<file path="src/rtl/rv_reg_scoreboard.sv">
// Issue-side hazard controller for the 2R/1W register file: tracks pending long-latency
// writes, stalls dependent issue and produces read-during-write forwarding selects.
module rv_reg_scoreboard #(
    parameter int MAX_OUTSTANDING = 4,
    parameter int STALL_CNT_W     = 32
) (
    input  logic                   i_clk,
    input  logic                   i_reset_n,
    input  logic                   i_issue_valid,
    output logic                   o_issue_ready,
    input  logic                   i_flush,
    input  logic [4:0]             i_rs1,
    input  logic [4:0]             i_rs2,
    input  logic                   i_rs1_used,
    input  logic                   i_rs2_used,
    input  logic [4:0]             i_rd,
    input  logic                   i_rd_long,
    input  logic                   i_wb_write,
    input  logic [4:0]             i_wb_rd,
    input  logic [31:0]            i_wb_data,
    input  logic                   i_wb_long,
    output logic                   o_fwd1,
    output logic                   o_fwd2,
    output logic [31:0]            o_fwd_data,
    output logic [31:0]            o_pending,
    output logic [3:0]             o_outstanding,
    output logic [STALL_CNT_W-1:0] o_stall_cnt
);

    localparam logic [3:0] MaxOut = 4'(MAX_OUTSTANDING);

    logic [31:0]            pending_q, pending_d;
    logic [3:0]             outstanding_q, outstanding_d;
    logic                   fwd1_q, fwd2_q;
    logic [31:0]            fwdData_q;
    logic [STALL_CNT_W-1:0] stallCnt_q, stallCnt_d;

    logic wbLong, clr1, clr2, clrRd;
    logic hz1, hz2, waw, full, ready, accept, incOut;

    // A completing long write releases its register in the same cycle, so a dependent may issue.
    always_comb begin
        wbLong = i_wb_write & i_wb_long;
        clr1   = wbLong & (i_rs1 == i_wb_rd) & (i_rs1 != 5'd0);
        clr2   = wbLong & (i_rs2 == i_wb_rd) & (i_rs2 != 5'd0);
        clrRd  = wbLong & (i_rd == i_wb_rd) & (i_rd != 5'd0);
        hz1    = i_rs1_used & (i_rs1 != 5'd0) & pending_q[i_rs1] & ~clr1;
        hz2    = i_rs2_used & (i_rs2 != 5'd0) & pending_q[i_rs2] & ~clr2;
        waw    = i_rd_long & (i_rd != 5'd0) & pending_q[i_rd] & ~clrRd;
        full   = i_rd_long & (outstanding_q == MaxOut) & ~wbLong;
        ready  = ~hz1 & ~hz2 & ~waw & ~full & ~i_flush;
        accept = i_issue_valid & ready;
        incOut = accept & i_rd_long;
    end

    always_comb begin
        pending_d = pending_q;
        if (wbLong && i_wb_rd != 5'd0) pending_d[i_wb_rd] = 1'b0;
        if (incOut && i_rd != 5'd0) pending_d[i_rd] = 1'b1;

        outstanding_d = outstanding_q;
        if (incOut && !wbLong) outstanding_d = outstanding_q + 4'd1;
        else if (!incOut && wbLong && outstanding_q != 4'd0) outstanding_d = outstanding_q - 4'd1;

        stallCnt_d = stallCnt_q;
        if (i_issue_valid && !ready && !i_flush && stallCnt_q != {STALL_CNT_W{1'b1}})
            stallCnt_d = stallCnt_q + STALL_CNT_W'(1);
    end

    always_ff @(posedge i_clk) begin
        if (!i_reset_n) begin
            pending_q     <= '0;
            outstanding_q <= '0;
            fwd1_q        <= 1'b0;
            fwd2_q        <= 1'b0;
            fwdData_q     <= '0;
            stallCnt_q    <= '0;
        end else begin
            pending_q     <= pending_d;
            outstanding_q <= outstanding_d;
            fwd1_q        <= i_wb_write & (i_wb_rd != 5'd0) & (i_wb_rd == i_rs1);
            fwd2_q        <= i_wb_write & (i_wb_rd != 5'd0) & (i_wb_rd == i_rs2);
            if (i_wb_write) fwdData_q <= i_wb_data;
            stallCnt_q    <= stallCnt_d;
        end
    end

    // A long completion with nothing in flight indicates a broken producer.
    assert property (@(posedge i_clk) disable iff (!i_reset_n)
        !(wbLong && !incOut && outstanding_q == 4'd0));

    assign o_issue_ready = ready;
    assign o_fwd1        = fwd1_q;
    assign o_fwd2        = fwd2_q;
    assign o_fwd_data    = fwdData_q;
    assign o_pending     = pending_q;
    assign o_outstanding = outstanding_q;
    assign o_stall_cnt   = stallCnt_q;

endmodule

</file>
<file path="config.mk">
export PLATFORM = sky130hd
export DESIGN_NAME = rv_reg_scoreboard
export DESIGN_NICKNAME = d
export VERILOG_FILES = /design/src/rtl/rv_reg_scoreboard.sv
export SDC_FILE = /design/constraint.sdc
export NUM_CORES = 1
export LEC_CHECK = 0
export CELL_PAD_IN_SITES_DETAIL_PLACEMENT = 1
export CELL_PAD_IN_SITES_GLOBAL_PLACEMENT = 2
export CORE_AREA = 2 2 146 148
export CTS_BUF_LIST = sky130_fd_sc_hd__clkbuf_8 sky130_fd_sc_hd__clkbuf_16
export CTS_CLUSTER_SIZE = 20
export DETAILED_ROUTE_END_ITERATION = 10
export DIE_AREA = 0 0 148 150
export GPL_TIMING_DRIVEN = 0
export PLACE_DENSITY = 0.91
export SKIP_CTS_REPAIR_TIMING = 1
export SLEW_MARGIN = 20
export SYNTH_ARGS = -nofsm -noshare
export SYNTH_HDL_FRONTEND = slang
export SYNTH_SLANG_ARGS = --single-unit
</file>
<file path="constraint.sdc">
create_clock -name i_clk -period 5.1 [get_ports i_clk]
set_clock_uncertainty 0.15 [all_clocks]
set_input_delay 1.02 -clock i_clk [delete_from_list [all_inputs] [get_ports i_clk]]
set_output_delay 1.02 -clock i_clk [all_outputs]
set_load 0.02 [all_outputs]
</file>
# After elaboration in Yosys (flattened, before gate mapping)
# Index checks and enable logic that the tools add are counted.
[totals] ff_bits=102 out_inout_bits=103 word_cells=95
[classes] eq_ne=7 n_reduce_logical=20 bitwise=39 order_cmp=6 add_sub_neg=3 muxes=14
[op_table] op="$mux W32" n=2
[op_table] op="$add A32 B1 Y32 const B" n=1
[op_table] op="$and A32 B32 Y32" n=1
[op_table] op="$ne A32 B32 Y1 const B" n=1
[op_table] op="$not A32 Y32" n=1
[op_table] op="$or A32 B32 Y32" n=1
[op_table] op="$and A1 B1 Y1" n=27
[op_table] op="$eq A5 B5 Y1" n=5
[op_table] op="$lt A5 B6 Y1 const B" n=4
[op_table] op="$reduce_bool A5 Y1" n=4
[op_table] op="$bmux W1 S5" n=3
[op_table] op="$demux W1 S5" n=2
[op_table] op="$ge A5 B1 Y1 const B" n=2
[op_table] op="$logic_and A1 B1 Y1" n=10
[op_table] op="$not A1 Y1" n=9
[op_table] op="$mux W4" n=2
[op_table] op="$mux W1" n=5
[op_table] op="$add A4 B1 Y4 const B" n=1
[op_table] op="$eq A4 B3 Y1 const B" n=1
[op_table] op="$logic_not A1 Y1" n=4
[op_table] op="$reduce_bool A4 Y1" n=1
[op_table] op="$sub A4 B1 Y4 const B" n=1
[op_table] op="$reduce_bool A2 Y1" n=1

# Logic depth before layout (Yosys ltp)
[depth] word_depth=17 depth_mapped=17

# Worst setup path after synthesis
# OpenSTA, ideal clock, no wires.
[synth_path] path_type="input to register" from="input port i_rs1[1]" to="register outstanding_q[2] (netlist: o_outstanding[2])" slack_ns=0.775 t_arrival_ns=4.053 n_path_buf=2 cell_stages=14 setup_ns=0.122 cell_sequence="buf_6 > mux4_2 > a221o_1 > a21oi_1 > nor4bb_2 > a221oi_4 > and3_4 > buf_8 > nand2_1 > fa_1 > xor2_1 > nand4_1 > mux2i_1 > a311o_1"
[synth_via] elab_chain_cells=16 word_cells_on_any_way=23
[synth_lines] item="start, declared" line="12" rtl="input logic [4:0] i_rs1,"
[synth_lines] item="parallel branches: the longest is 4 deep, another holds $bmux W1 S5"
[synth_lines] item="$and A1 B1 Y1 *" line="47" rtl="hz1 = i_rs1_used & (i_rs1 != 5'd0) & pending_q[i_rs1] & ~clr1;"
[synth_lines] item="$not A1 Y1 *" line="51" rtl="ready = ~hz1 & ~hz2 & ~waw & ~full & ~i_flush;"
[synth_lines] item="$and A1 B1 Y1 * (4 in series)" line="51"
[synth_lines] item="named net o_issue_ready" line="10" rtl="output logic o_issue_ready,"
[synth_lines] item="$and A1 B1 Y1 *" line="52" rtl="accept = i_issue_valid & ready;"
[synth_lines] item="$and A1 B1 Y1 *" line="53" rtl="incOut = accept & i_rd_long;"
[synth_lines] item="$logic_not A1 Y1" line="63" rtl="else if (!incOut && wbLong && outstanding_q != 4'd0) outstanding_d = outstanding_q - 4'd1;"
[synth_lines] item="$logic_and A1 B1 Y1 (2 in series)" line="63"
[synth_lines] item="$reduce_bool A2 Y1 (no line)"
[synth_lines] item="end signal, assigned" line="80" rtl="outstanding_q <= outstanding_d;"
[synth_lines] item="end, declared" line="33" rtl="logic [3:0] outstanding_q, outstanding_d;"
# Mark *: on every way through the listed nets, which the timed path passes. The select of a mux whose other input is x is not followed.
# A chain may end at the register's enable or synchronous reset.

# Worst setup path in the final report
[layout_path] from="input port i_rs2[0]" to="output port o_issue_ready"
[layout_via] elab_chain_cells=10 word_cells_on_any_way=15
[layout_lines] item="start, declared" line="13" rtl="input logic [4:0] i_rs2,"
[layout_lines] item="parallel branches: the longest is 4 deep, another holds $bmux W1 S5"
[layout_lines] item="$and A1 B1 Y1 *" line="48" rtl="hz2 = i_rs2_used & (i_rs2 != 5'd0) & pending_q[i_rs2] & ~clr2;"
[layout_lines] item="$not A1 Y1 *" line="51"
[layout_lines] item="$and A1 B1 Y1 * (4 in series)" line="51"
[layout_lines] item="end, declared" line="10"
# Mark *: on every way between the ends. The select of a mux whose other input is x is not followed.

==> results by group <==
Status
  – Status: finished clean

STA
  – Final hold viol count: 0
  – Slew Limit Fails: 0
  – Crit path time final: 4.83 ns
  – Final WS setup: 0.266 ns
  – Fmax: 207 MHz
  – # setup viols final: 0
  – Slew @ Worst Pin: 0.825 ns
  – RSZ-0062 raised after global routing: no
  – Slew headroom: 45.0%
  – Period utilisation layout: 94.8%

Floorplan
  – # rows: 53
  – Die Height: 150 um
  – Core Footprint: 0.0207 mm^2
  – Initial Util: 28.4%
  – Die X: 148 um
  – Die ar.: 0.0222 mm^2
  – I/O Pins: 164

Drt
  – Post-Route WL: 21.3 mm
  – Residual DRC: 0
  – WL/cell: 19.5 um
  – Vias: 5701
  – Initial drt markers: 342
  – Post-route ant nets: 0
  – DR vias/cell: 5.21
  – DRT Pass-1 Iters: 5

Logic synthesis
  – Netlist cell types: 69
  – Top_reg_cell synth: dfxtp_1
  – Asr flop ratio synth: 0%
  – Seq/Total Area, Yosys: 34.7%
  – FF+latch count, synth: 102
  – Largest cells by area after synthesis: dfxtp_1 (35%), mux2i_1 (14%), mux4_2 (4.6%), nor2_1 (3.6%), nand2_1 (3.5%)
  – Syn_nets: 713
  – Mapped Cells: 648
  – Leading area contributor after synthesis: dfxtp_1
  – Synth Area per Inst: 9.07 um^2
  – Mapped Area: 0.00588 mm^2
  – Post-synth EDFFs: 0
  – Share of the synthesized area in the top cell type: 34.7%
  – Yosys warnings: 0

Setup path
  – Worst setup SP type: input port
  – Critical Path RT: 3.93 ns
  – Arr. time, crit path: 3.66 ns
  – Critical Setup Path Class: in2out
  – Crit path max fanout: 10
  – Worst setup EP type: primary output

Pwr
  – PnR Total Power: 1960 uW
  – Max VDD drop: 168 uV
  – Leakage: 0.00299 uW
  – Power per cell area: 243 mW/mm^2

Layout
  – Area growth, synth to finish: 37.5%
  – Proportion of layout cells with a drive suffix above 1: 8.67%
  – Finished Cell Area: 0.00808 mm^2
  – Fin nets: 879
  – Core Util, Final: 39.1%
  – Antenna diode count: 0
  – Fillers: 2427

Worst hold path
  – Worst Hold Class: reg2reg

Clock network
  – Number of buffers on the longest clock path: 2
  – Skew-Pair Late Insertion Delay: 0.35 ns
  – TritonCTS buffer count: 9
  – Clk slew on worst S/H paths: 0.07 ns
  – CTS tree: done
  – CTS Sinks: 102
  – CTS root buf: clkbuf_16
  – H-tree depth: 3

Global route
  – Global route overflow: 0
  – Overall routing resource usage: 19.1%
  – Largest net degree at the start of global routing: 17
  – Global-route wire length before repair: 33.3 mm
  – Initial antenna violation count: 1
  – Vias in the first global route: 5934

Placement
  – Pre-CTS WS: 0.0192 ns
  – IO Port Bufs: 154
  – Routability Congestion: 0.852
  – Post-DP HPWL: 15.7 mm
  – Placed cell area: 0.00776 mm^2

Job
  – Max Cap Violations: 0
[critical path, cell delays in order]
cell and delay [ns]:
clkdlybuf4s50_1 0.47, buf_2 0.25, mux4_2 0.54, a32oi_1 0.21, nand4_1 0.18, a221oi_4 0.33
clkdlybuf4s50_1 0.65
[layout by cell type (no fill, tap or decap), types with 3 or more instances in the layout]
master,count
nor3b_1,3
nand2b_1,30
mux2i_1,82
buf_2,13
o211ai_1,24
xor2_1,12
nand4_1,16
o21ai_1,27
clkdlybuf4s50_1,154
buf_6,5
mux2_2,4
and4_1,5
nor2b_1,4
clkbuf_1,20
clkbuf_16,9
nand2_1,55
nand3b_1,8
o32ai_1,4
nor3_1,10
xnor2_1,3
o31ai_1,3
dfxtp_1,102
nor4_1,6
ha_1,3
and2_1,4
inv_1,10
mux4_2,12
nor2_1,56
o21ai_0,9
nand3_1,28
and3_1,14
a31oi_1,3
or4_1,5
buf_4,3
or3_1,10
buf_1,6
a21oi_1,8
[Yosys cell counts, types with 3 or more instances]
cell      count
a21oi_1       8
a31oi_1       3
and2_1        4
and3_1       14
and4_1        5
buf_1         6
buf_2        13
buf_6         5
clkbuf_1     22
dfxtp_1     102
ha_1          3
inv_1         9
mux2_2        4
mux2i_1      82
mux4_2       12
nand2_1      55
nand2b_1     30
nand3_1      28
nand3b_1      8
nand4_1      16
nor2_1       56
nor2b_1       4
nor3_1       10
nor3b_1       3
nor4_1        6
o211ai_1     24
o21ai_0       9
o21ai_1      27
o31ai_1       3
o32ai_1       4
or3_1        10
or4_1         5
xnor2_1       3
xor2_1       12
[state kept, by name, indices dropped and copies added, names as in the netlist]
register / cells
o_fwd_data: 32
o_fwd1: 1
o_outstanding: 4
o_pending: 32
o_fwd2: 1
o_stall_cnt: 32
[power breakdown]
part	switching [uW]	leakage, uW	internal, uW
Combinational	215	0.00201	181
Clock	324	0.000146	393
Sequential	29.1	0.000829	822
Total	568	0.00299	1400
[final timing paths]
| path | to | slack [ns] | depth (start not counted) | startpoint |
|---|---|---|---|---|
| hold / removal | o_stall_cnt[29] | 0.34 | 2 | o_stall_cnt[29] |
| setup / recovery | o_issue_ready | 0.27 | 7 | i_rs2[0] |
| setup reg to reg | o_outstanding[3] | 1.30 | 15 | o_pending[17] |
| hold reg to reg | o_stall_cnt[29] | 0.34 | 2 | o_stall_cnt[29] |
[cells by family (layout without fill, tap and decap cells)]
logic type	Yosys count	count (layout)	synth area share [%]
AND/OR/NAND/NOR	270	270	25.2
flip-flops	102	102	34.7
multiplexers	101	101	20.4
AO/OA/AOI/OAI	97	97	11.2
buffers and inverters	59	230	5.19
XOR/XNOR	15	15	2.24
adder cells (fa/ha/maj)	4	4	0.979
[metal layers]
metal / track usage [%] / vias to the layer above / wire length [um]
met5: 0 / - / 11
met4: 5.05 / 2 / 230
met3: 3.14 / 16 / 1210
met2: 31.8 / 179 / 10300
met1: 25.8 / 2791 / 9620
li1: - / 2713 / -
[stage by stage]
step                      setup TNS [ns]  hold slack, ns  std cells
after floorplan                        0           0.398        648
after global placement          -0.00240           0.320       1077
after detailed placement               0           0.328       1077
after CTS                              0           0.341       1093
after global routing                   0           0.369       1094
final                                  0           0.340       1094
[cell type report]
| type | count | area, um^2 | share of cell area, % |
|---|---|---|---|
| Buffer | 50 | 274 | 3.39 |
| Clock buffer | 10 | 239 | 2.96 |
| Clock inverter | 6 | 62.6 | 0.774 |
| Inverter | 9 | 33.8 | 0.418 |
| Multi-Input combinational cell | 487 | 3540 | 43.8 |
| Sequential cell | 102 | 2040 | 25.3 |
| Tap cell | 275 | 344 | 4.26 |
| Timing Repair Buffer | 155 | 1550 | 19.2 |
(Power assumes the default switching activity.)
